<file path="config.mk">
export PLATFORM = sky130hd
export DESIGN_NAME = control_sequencer_flat
export DESIGN_NICKNAME = d
export VERILOG_FILES = /design/src/rtl/control_sequencer_if.sv /design/src/rtl/control_sequencer.sv /design/src/flat_wrapper.sv
export SDC_FILE = /design/constraint.sdc
export NUM_CORES = 1
export LEC_CHECK = 0
export BUFFER_PORTS_ARGS = -buffer_cell sky130_fd_sc_hd__buf_2
export CAP_MARGIN = 5
export CORE_MARGIN = 3
export CORE_UTILIZATION = 41
export CTS_BUF_LIST = sky130_fd_sc_hd__clkbuf_8 sky130_fd_sc_hd__clkbuf_16
export DETAILED_ROUTE_END_ITERATION = 10
export GPL_TIMING_DRIVEN = 0
export PLACE_DENSITY = 0.8
export SLEW_MARGIN = 30
export SYNTH_ARGS = -nofsm -noshare
export SYNTH_HDL_FRONTEND = slang
export SYNTH_SLANG_ARGS = --single-unit
export TNS_END_PERCENT = 20
</file>
<file path="constraint.sdc">
create_clock -name clk -period 2.1 [get_ports clk]
set_input_delay 0.42 -clock clk [delete_from_list [all_inputs] [get_ports clk]]
set_output_delay 0.42 -clock clk [all_outputs]
set_load 0.02 [all_outputs]
</file>
<file path="src/rtl/control_sequencer_if.sv">
// Control bundle between control_sequencer and the Datapath2 control inputs.
// The master side is the sequencer: it reads IR/Stop and drives every control line.
interface control_sequencer_if;
    logic [31:0] IR;
    logic        Stop;
    logic        PCout, Zlowout, MDRout, Rout, BAout, Cout;
    logic        MARin, MDRin, IRin, PCin, Yin, Zin, Rin;
    logic        Gra, Grb, Grc;
    logic        Read, Write;
    logic [4:0]  ALU_Control;
    logic        Run;
    logic [3:0]  Present_state;

    modport master (
        input  IR, Stop,
        output PCout, Zlowout, MDRout, Rout, BAout, Cout,
        output MARin, MDRin, IRin, PCin, Yin, Zin, Rin,
        output Gra, Grb, Grc, Read, Write, ALU_Control, Run, Present_state
    );

    modport slave (
        output IR, Stop,
        input  PCout, Zlowout, MDRout, Rout, BAout, Cout,
        input  MARin, MDRin, IRin, PCin, Yin, Zin, Rin,
        input  Gra, Grb, Grc, Read, Write, ALU_Control, Run, Present_state
    );
endinterface

</file>
<file path="src/rtl/control_sequencer.sv">
// Hardwired Moore control unit for Datapath2: fetches and executes ld, ldi, st,
// add, sub, addi, nop and halt; memory states are stretched to MEM_CYCLES clocks.
module control_sequencer #(
    parameter int unsigned MEM_CYCLES = 1,
    parameter logic [4:0]  ALU_ADD    = 5'd2,
    parameter logic [4:0]  ALU_SUB    = 5'd3,
    parameter logic [4:0]  ALU_INC    = 5'd12
) (
    input logic                  clk,
    input logic                  clr,
    control_sequencer_if.master  bus
);

    typedef enum logic [3:0] {
        S_RESET = 4'd0,
        S_T0    = 4'd1,
        S_T1    = 4'd2,
        S_T2    = 4'd3,
        S_T3    = 4'd4,
        S_T4    = 4'd5,
        S_T5    = 4'd6,
        S_T6    = 4'd7,
        S_T7    = 4'd8,
        S_HALT  = 4'd9
    } state_t;

    typedef enum logic [4:0] {
        OP_LD   = 5'b00000,
        OP_LDI  = 5'b00001,
        OP_ST   = 5'b00010,
        OP_ADD  = 5'b00011,
        OP_SUB  = 5'b00100,
        OP_ADDI = 5'b01100,
        OP_NOP  = 5'b11010,
        OP_HALT = 5'b11011
    } opcode_t;

    localparam logic [2:0] WAIT_INIT = 3'(MEM_CYCLES - 1);

    state_t     state;
    logic [2:0] wait_cnt;
    logic [4:0] opcode;
    state_t     ret_state;
    logic       first_mem;

    assign opcode    = bus.IR[31:27];
    assign ret_state = bus.Stop ? S_HALT : S_T0;
    // Counter is loaded only on entry, so it still holds WAIT_INIT on the first cycle.
    assign first_mem = (wait_cnt == WAIT_INIT);

    always_ff @(posedge clk or posedge clr) begin
        if (clr) begin
            state    <= S_RESET;
            wait_cnt <= '0;
        end else begin
            case (state)
                S_RESET: state <= S_T0;
                S_T0: begin
                    state    <= S_T1;
                    wait_cnt <= WAIT_INIT;
                end
                S_T1: begin
                    if (wait_cnt == 3'd0) state <= S_T2;
                    else                  wait_cnt <= wait_cnt - 3'd1;
                end
                S_T2: begin
                    case (opcode)
                        OP_HALT: state <= S_HALT;
                        OP_LD, OP_LDI, OP_ST, OP_ADD, OP_SUB, OP_ADDI: state <= S_T3;
                        default: state <= ret_state;
                    endcase
                end
                S_T3: state <= S_T4;
                S_T4: state <= S_T5;
                S_T5: begin
                    case (opcode)
                        OP_LD: begin
                            state    <= S_T6;
                            wait_cnt <= WAIT_INIT;
                        end
                        OP_ST:   state <= S_T6;
                        default: state <= ret_state;
                    endcase
                end
                S_T6: begin
                    if (opcode == OP_ST) begin
                        state    <= S_T7;
                        wait_cnt <= WAIT_INIT;
                    end else if (wait_cnt == 3'd0) begin
                        state <= S_T7;
                    end else begin
                        wait_cnt <= wait_cnt - 3'd1;
                    end
                end
                S_T7: begin
                    if (opcode == OP_ST && wait_cnt != 3'd0) wait_cnt <= wait_cnt - 3'd1;
                    else                                     state <= ret_state;
                end
                S_HALT:  state <= S_HALT;
                default: state <= S_RESET;
            endcase
        end
    end

    always_comb begin
        bus.PCout       = 1'b0;
        bus.Zlowout     = 1'b0;
        bus.MDRout      = 1'b0;
        bus.Rout        = 1'b0;
        bus.BAout       = 1'b0;
        bus.Cout        = 1'b0;
        bus.MARin       = 1'b0;
        bus.MDRin       = 1'b0;
        bus.IRin        = 1'b0;
        bus.PCin        = 1'b0;
        bus.Yin         = 1'b0;
        bus.Zin         = 1'b0;
        bus.Rin         = 1'b0;
        bus.Gra         = 1'b0;
        bus.Grb         = 1'b0;
        bus.Grc         = 1'b0;
        bus.Read        = 1'b0;
        bus.Write       = 1'b0;
        bus.ALU_Control = '0;
        bus.Run         = (state != S_RESET) && (state != S_HALT);
        bus.Present_state = state;

        case (state)
            S_T0: begin
                bus.PCout       = 1'b1;
                bus.MARin       = 1'b1;
                bus.Zin         = 1'b1;
                bus.ALU_Control = ALU_INC;
            end
            S_T1: begin
                bus.Read    = 1'b1;
                bus.MDRin   = 1'b1;
                bus.Zlowout = first_mem;
                bus.PCin    = first_mem;
            end
            S_T2: begin
                bus.MDRout = 1'b1;
                bus.IRin   = 1'b1;
            end
            S_T3: begin
                bus.Grb = 1'b1;
                bus.Yin = 1'b1;
                if (opcode == OP_LD || opcode == OP_LDI || opcode == OP_ST) bus.BAout = 1'b1;
                else                                                        bus.Rout  = 1'b1;
            end
            S_T4: begin
                bus.Zin = 1'b1;
                if (opcode == OP_ADD || opcode == OP_SUB) begin
                    bus.Grc         = 1'b1;
                    bus.Rout        = 1'b1;
                    bus.ALU_Control = (opcode == OP_SUB) ? ALU_SUB : ALU_ADD;
                end else begin
                    bus.Cout        = 1'b1;
                    bus.ALU_Control = ALU_ADD;
                end
            end
            S_T5: begin
                bus.Zlowout = 1'b1;
                if (opcode == OP_LD || opcode == OP_ST) begin
                    bus.MARin = 1'b1;
                end else begin
                    bus.Gra = 1'b1;
                    bus.Rin = 1'b1;
                end
            end
            S_T6: begin
                bus.MDRin = 1'b1;
                if (opcode == OP_ST) begin
                    bus.Gra  = 1'b1;
                    bus.Rout = 1'b1;
                end else begin
                    bus.Read = 1'b1;
                end
            end
            S_T7: begin
                if (opcode == OP_ST) begin
                    bus.Write = 1'b1;
                end else begin
                    bus.MDRout = 1'b1;
                    bus.Gra    = 1'b1;
                    bus.Rin    = 1'b1;
                end
            end
            default: ;
        endcase
    end

endmodule
</file>
<file path="src/flat_wrapper.sv">
// flat-port wrapper written by rule: the top's interface ports become plain ports
module control_sequencer_flat 
#(
    parameter int unsigned MEM_CYCLES = 1,
    parameter logic [4:0]  ALU_ADD    = 5'd2,
    parameter logic [4:0]  ALU_SUB    = 5'd3,
    parameter logic [4:0]  ALU_INC    = 5'd12
)
  (clk, clr, bus_IR, bus_Stop, bus_PCout, bus_Zlowout, bus_MDRout, bus_Rout, bus_BAout, bus_Cout, bus_MARin, bus_MDRin, bus_IRin, bus_PCin, bus_Yin, bus_Zin, bus_Rin, bus_Gra, bus_Grb, bus_Grc, bus_Read, bus_Write, bus_ALU_Control, bus_Run, bus_Present_state);
  control_sequencer_if bus_i ();
  input logic clk;
  input logic clr;
  input wire logic [$bits(bus_i.IR)-1:0] bus_IR;
  input wire logic [$bits(bus_i.Stop)-1:0] bus_Stop;
  output wire logic [$bits(bus_i.PCout)-1:0] bus_PCout;
  output wire logic [$bits(bus_i.Zlowout)-1:0] bus_Zlowout;
  output wire logic [$bits(bus_i.MDRout)-1:0] bus_MDRout;
  output wire logic [$bits(bus_i.Rout)-1:0] bus_Rout;
  output wire logic [$bits(bus_i.BAout)-1:0] bus_BAout;
  output wire logic [$bits(bus_i.Cout)-1:0] bus_Cout;
  output wire logic [$bits(bus_i.MARin)-1:0] bus_MARin;
  output wire logic [$bits(bus_i.MDRin)-1:0] bus_MDRin;
  output wire logic [$bits(bus_i.IRin)-1:0] bus_IRin;
  output wire logic [$bits(bus_i.PCin)-1:0] bus_PCin;
  output wire logic [$bits(bus_i.Yin)-1:0] bus_Yin;
  output wire logic [$bits(bus_i.Zin)-1:0] bus_Zin;
  output wire logic [$bits(bus_i.Rin)-1:0] bus_Rin;
  output wire logic [$bits(bus_i.Gra)-1:0] bus_Gra;
  output wire logic [$bits(bus_i.Grb)-1:0] bus_Grb;
  output wire logic [$bits(bus_i.Grc)-1:0] bus_Grc;
  output wire logic [$bits(bus_i.Read)-1:0] bus_Read;
  output wire logic [$bits(bus_i.Write)-1:0] bus_Write;
  output wire logic [$bits(bus_i.ALU_Control)-1:0] bus_ALU_Control;
  output wire logic [$bits(bus_i.Run)-1:0] bus_Run;
  output wire logic [$bits(bus_i.Present_state)-1:0] bus_Present_state;
  assign bus_i.IR = bus_IR;
  assign bus_i.Stop = bus_Stop;
  assign bus_PCout = bus_i.PCout;
  assign bus_Zlowout = bus_i.Zlowout;
  assign bus_MDRout = bus_i.MDRout;
  assign bus_Rout = bus_i.Rout;
  assign bus_BAout = bus_i.BAout;
  assign bus_Cout = bus_i.Cout;
  assign bus_MARin = bus_i.MARin;
  assign bus_MDRin = bus_i.MDRin;
  assign bus_IRin = bus_i.IRin;
  assign bus_PCin = bus_i.PCin;
  assign bus_Yin = bus_i.Yin;
  assign bus_Zin = bus_i.Zin;
  assign bus_Rin = bus_i.Rin;
  assign bus_Gra = bus_i.Gra;
  assign bus_Grb = bus_i.Grb;
  assign bus_Grc = bus_i.Grc;
  assign bus_Read = bus_i.Read;
  assign bus_Write = bus_i.Write;
  assign bus_ALU_Control = bus_i.ALU_Control;
  assign bus_Run = bus_i.Run;
  assign bus_Present_state = bus_i.Present_state;
  control_sequencer #(.MEM_CYCLES(MEM_CYCLES), .ALU_ADD(ALU_ADD), .ALU_SUB(ALU_SUB), .ALU_INC(ALU_INC)) u_core (.clk(clk), .clr(clr), .bus(bus_i));
endmodule
</file>
==> metrics.md <==
| Metric | Value |
|---|---|
| Starting DRT DRC Count | 31 |
| Inserted Clock Buffers | 3 |
| Avg WL per Cell | 14.1 µm |
| CORE AREA | 2020 µm² |
| Initial Utilization | 44.8% |
| Synth-to-Final Area Change | 41.6% |
| Post-route DRC violation count | 0 |
| Largest area contributor in the netlist | dfrtp_1 |
| Fmax | 473 MHz |
| Clock skew | 0.00290 ns |
| Antenna-violating nets left | 0 |
| Post-synth top cells | nor2_1 (13), nand2_1 (11), o21ai_0 (10) |
| Clk Latency, worst-skew pair | 0.23 ns |
| Final number of hold-violating endpoints | 0 |
| Endpoint class of the critical path | output pin |
| GPL Wtd Cong | 0.882 |
| I/O pins | 63 |
| Clock sink count | 7 |
| Met1 Usage GRT | 26.2% |
| Final core utilization | 63.4% |
| Tmin final | 2.11 ns |
| Post-DP HPWL | 1990 µm |
| Grt peak-use layer | met2 |
| Critical path class | primary input to output pin |
| Initial antenna violation count | 0 |
| Mapped Area | 906 µm² |
| Count leader, synth | nor2_1 |
| TritonRoute pass-1 iters | 4 |
| Hold Crit Class | primary input to asynchronous set/reset pin |
| RSZ-0062 raised after global routing | yes |
| First-pass GRT wire length | 4400 µm |
| Share of the synthesized area in the top cell type | 19.3% |
| Vias in the first global route | 1009 |
| Die Area | 2810 µm² |
| Routed wire length | 2740 µm |
| H-tree Lvls | 1 |
| Fin. max-slew vios | 0 |
| Max VDD drop | 0.000783 V |
| Dpl ws | -0.0265 ns |
| Overall Global Routing Usage | 21.6% |
| Synth unique cells | 49 |
| Pwr Density | 1270 nW/µm² |
| Seq/Total Area, Yosys | 19.3% |
| Ys Warns | 0 |
| Largest net degree at the start of global routing | 11 |
| Post-synthesis async set-or-reset flop share | 100% |
| Failing checks | negative setup slack |
| Slew HR | 62.2% |
| Slew at the pin with the worst max-slew slack | 0.552 ns |
| Fin crit share | 101% |
| Die width | 53.0 µm |
| Via Count | 1101 |
| Register bit total from synthesis | 7 |
| Remaining Overflow, GRT | 0 |
| Fraction of layout instances using a drive strength above 1 | 44.0% |
| Static Leak | 0.000602 µW |
| Final setup vio count | 1 |
| Fill count | 190 |
| CTS tree | done |
| Syn Nets | 164 |
| Vias per std cell | 5.65 |
| Synth top area cells | dfrtp_1 (19%), o21ai_0 (5.5%), nor2_1 (5.4%) |
| Avg Cell Area, Syn | 7.13 µm² |
| Gate Count Post-Synth | 127 |
| Post-synth EDFFs | 0 |
| Worst-path clk slew | 0.04 ns |
| Chip height | 53.0 µm |
| Crit start category | primary input |
| Crit Path Max Fanout | 7 |
| Root Driver | clkbuf_8 |
| Setup ws final | -0.0133 ns |
| CP Data Arrival Time | 1.69 ns |
| Outcome | complete, but fails checks |
| CP required | 1.68 ns |
| Routing usage on met3 | 3.94% |
| Fin nets | 206 |
| Power Total | 1630 µW |
| Prevailing post-synth register cell | dfrtp_1 |
| Met2 GRT Util | 36.0% |
| Buffers added on ports | 34 |
| Max-Cap Viols | 0 |
| Clk buf depth | 2 |
| Antenna diode instance count | 0 |
| Row count | 16 |
[per-stage QoR]
step	hold slack [ns]	instance area [µm²]	instances	setup TNS, ns
6_report	0.109	1280	195	-0.0133
3_3_place_gp	0.341	1160	188	-0.0488
4_1_cts	0.112	1280	196	-0.0682
2_1_floorplan	0.223	953	127	-0.164
5_1_grt	0.139	1280	195	-0.242
3_5_place_dp	0.358	1160	188	-0.0918
[critical path, stage by stage]
cell and delay [ns]:
buf_2 0.14, or4_1 0.54, buf_6 0.16, o211ai_4 0.22, inv_1 0.06, buf_2 0.16
[worst paths after layout]
check	start	to	slack, ns	depth (start not counted)
max	bus_IR[31]	bus_Read	-0.01	6
min	clr	u_core.bus.Present_state[2]$_DFFE_PP0P_	0.11	2
max reg2reg	u_core.wait_cnt[1]$_DFFE_PP0P_	u_core.bus.Present_state[1]$_DFFE_PP0P_	0.25	7
max in group asynchronous	clr	u_core.bus.Present_state[3]$_DFFE_PP0P_	1.76	2
min reg2reg	u_core.wait_cnt[0]$_DFFE_PP0P_	u_core.wait_cnt[0]$_DFFE_PP0P_	0.56	2
min in group clk	u_core.wait_cnt[0]$_DFFE_PP0P_	u_core.wait_cnt[0]$_DFFE_PP0P_	0.56	2
[registers in the layout, indices dropped and copies added, names as in the netlist]
signal,count
u_core.bus.Present_state,4
u_core.wait_cnt,3
[repair_timing]
action                                  in CTS  in global routing
pin swaps                                    3                  1
hold buffers                                 0                  0
endpoints found under the setup margin      12                 11
gates resized for setup                     17                  9
setup buffers                                5                  0
[power by group]
group          switching [µW]  internal (µW)  total (µW)
sequential               32.9            172         204
combinational             754            483        1240
clock                    62.5            127         189
[layout by cell type (no fill, tap or decap), drive strengths merged, types with 2 or more instances in the layout]
master,n
o21ai,14
and2,2
o211ai,2
inv,9
ha,2
nand2b,7
a21oi,5
a31oi,2
nor2,14
buf,47
dfrtp,7
nand2,12
nor2b,4
nor4,3
nand3,4
mux2i,2
clkbuf,5
nor3,5
[kinds of logic (layout without fill, tap and decap cells)]
group	count (synthesis)	in the layout	synth area share, %
AND/OR/NAND/NOR	58	58	34.4
AO/OA/AOI/OAI	36	36	29.0
buffers and inverters	20	61	10.9
flip-flops	7	7	19.3
adder cells (fa/ha/maj)	2	2	2.76
multiplexers	2	2	2.21
other	1	1	0.414
XOR/XNOR	1	1	0.967
[cell type report]
type	instances	area, µm²	area share (%)
inverter	8	30.0	2.34
buffer	10	75.1	5.85
multi-input combinational	100	694	54.1
clock inverter	1	3.75	0.293
clock buffer	3	41.3	3.22
tap	27	33.8	2.63
sequential	7	179	14.0
timing repair buffer	39	225	17.6
[layer usage]
layer,vias up,routed length [µm]
li1,528,-
met1,513,1100
met2,55,1400
met3,5,189
met4,0,54
met5,-,0
No activity file was read; power rests on OpenSTA's default activity.
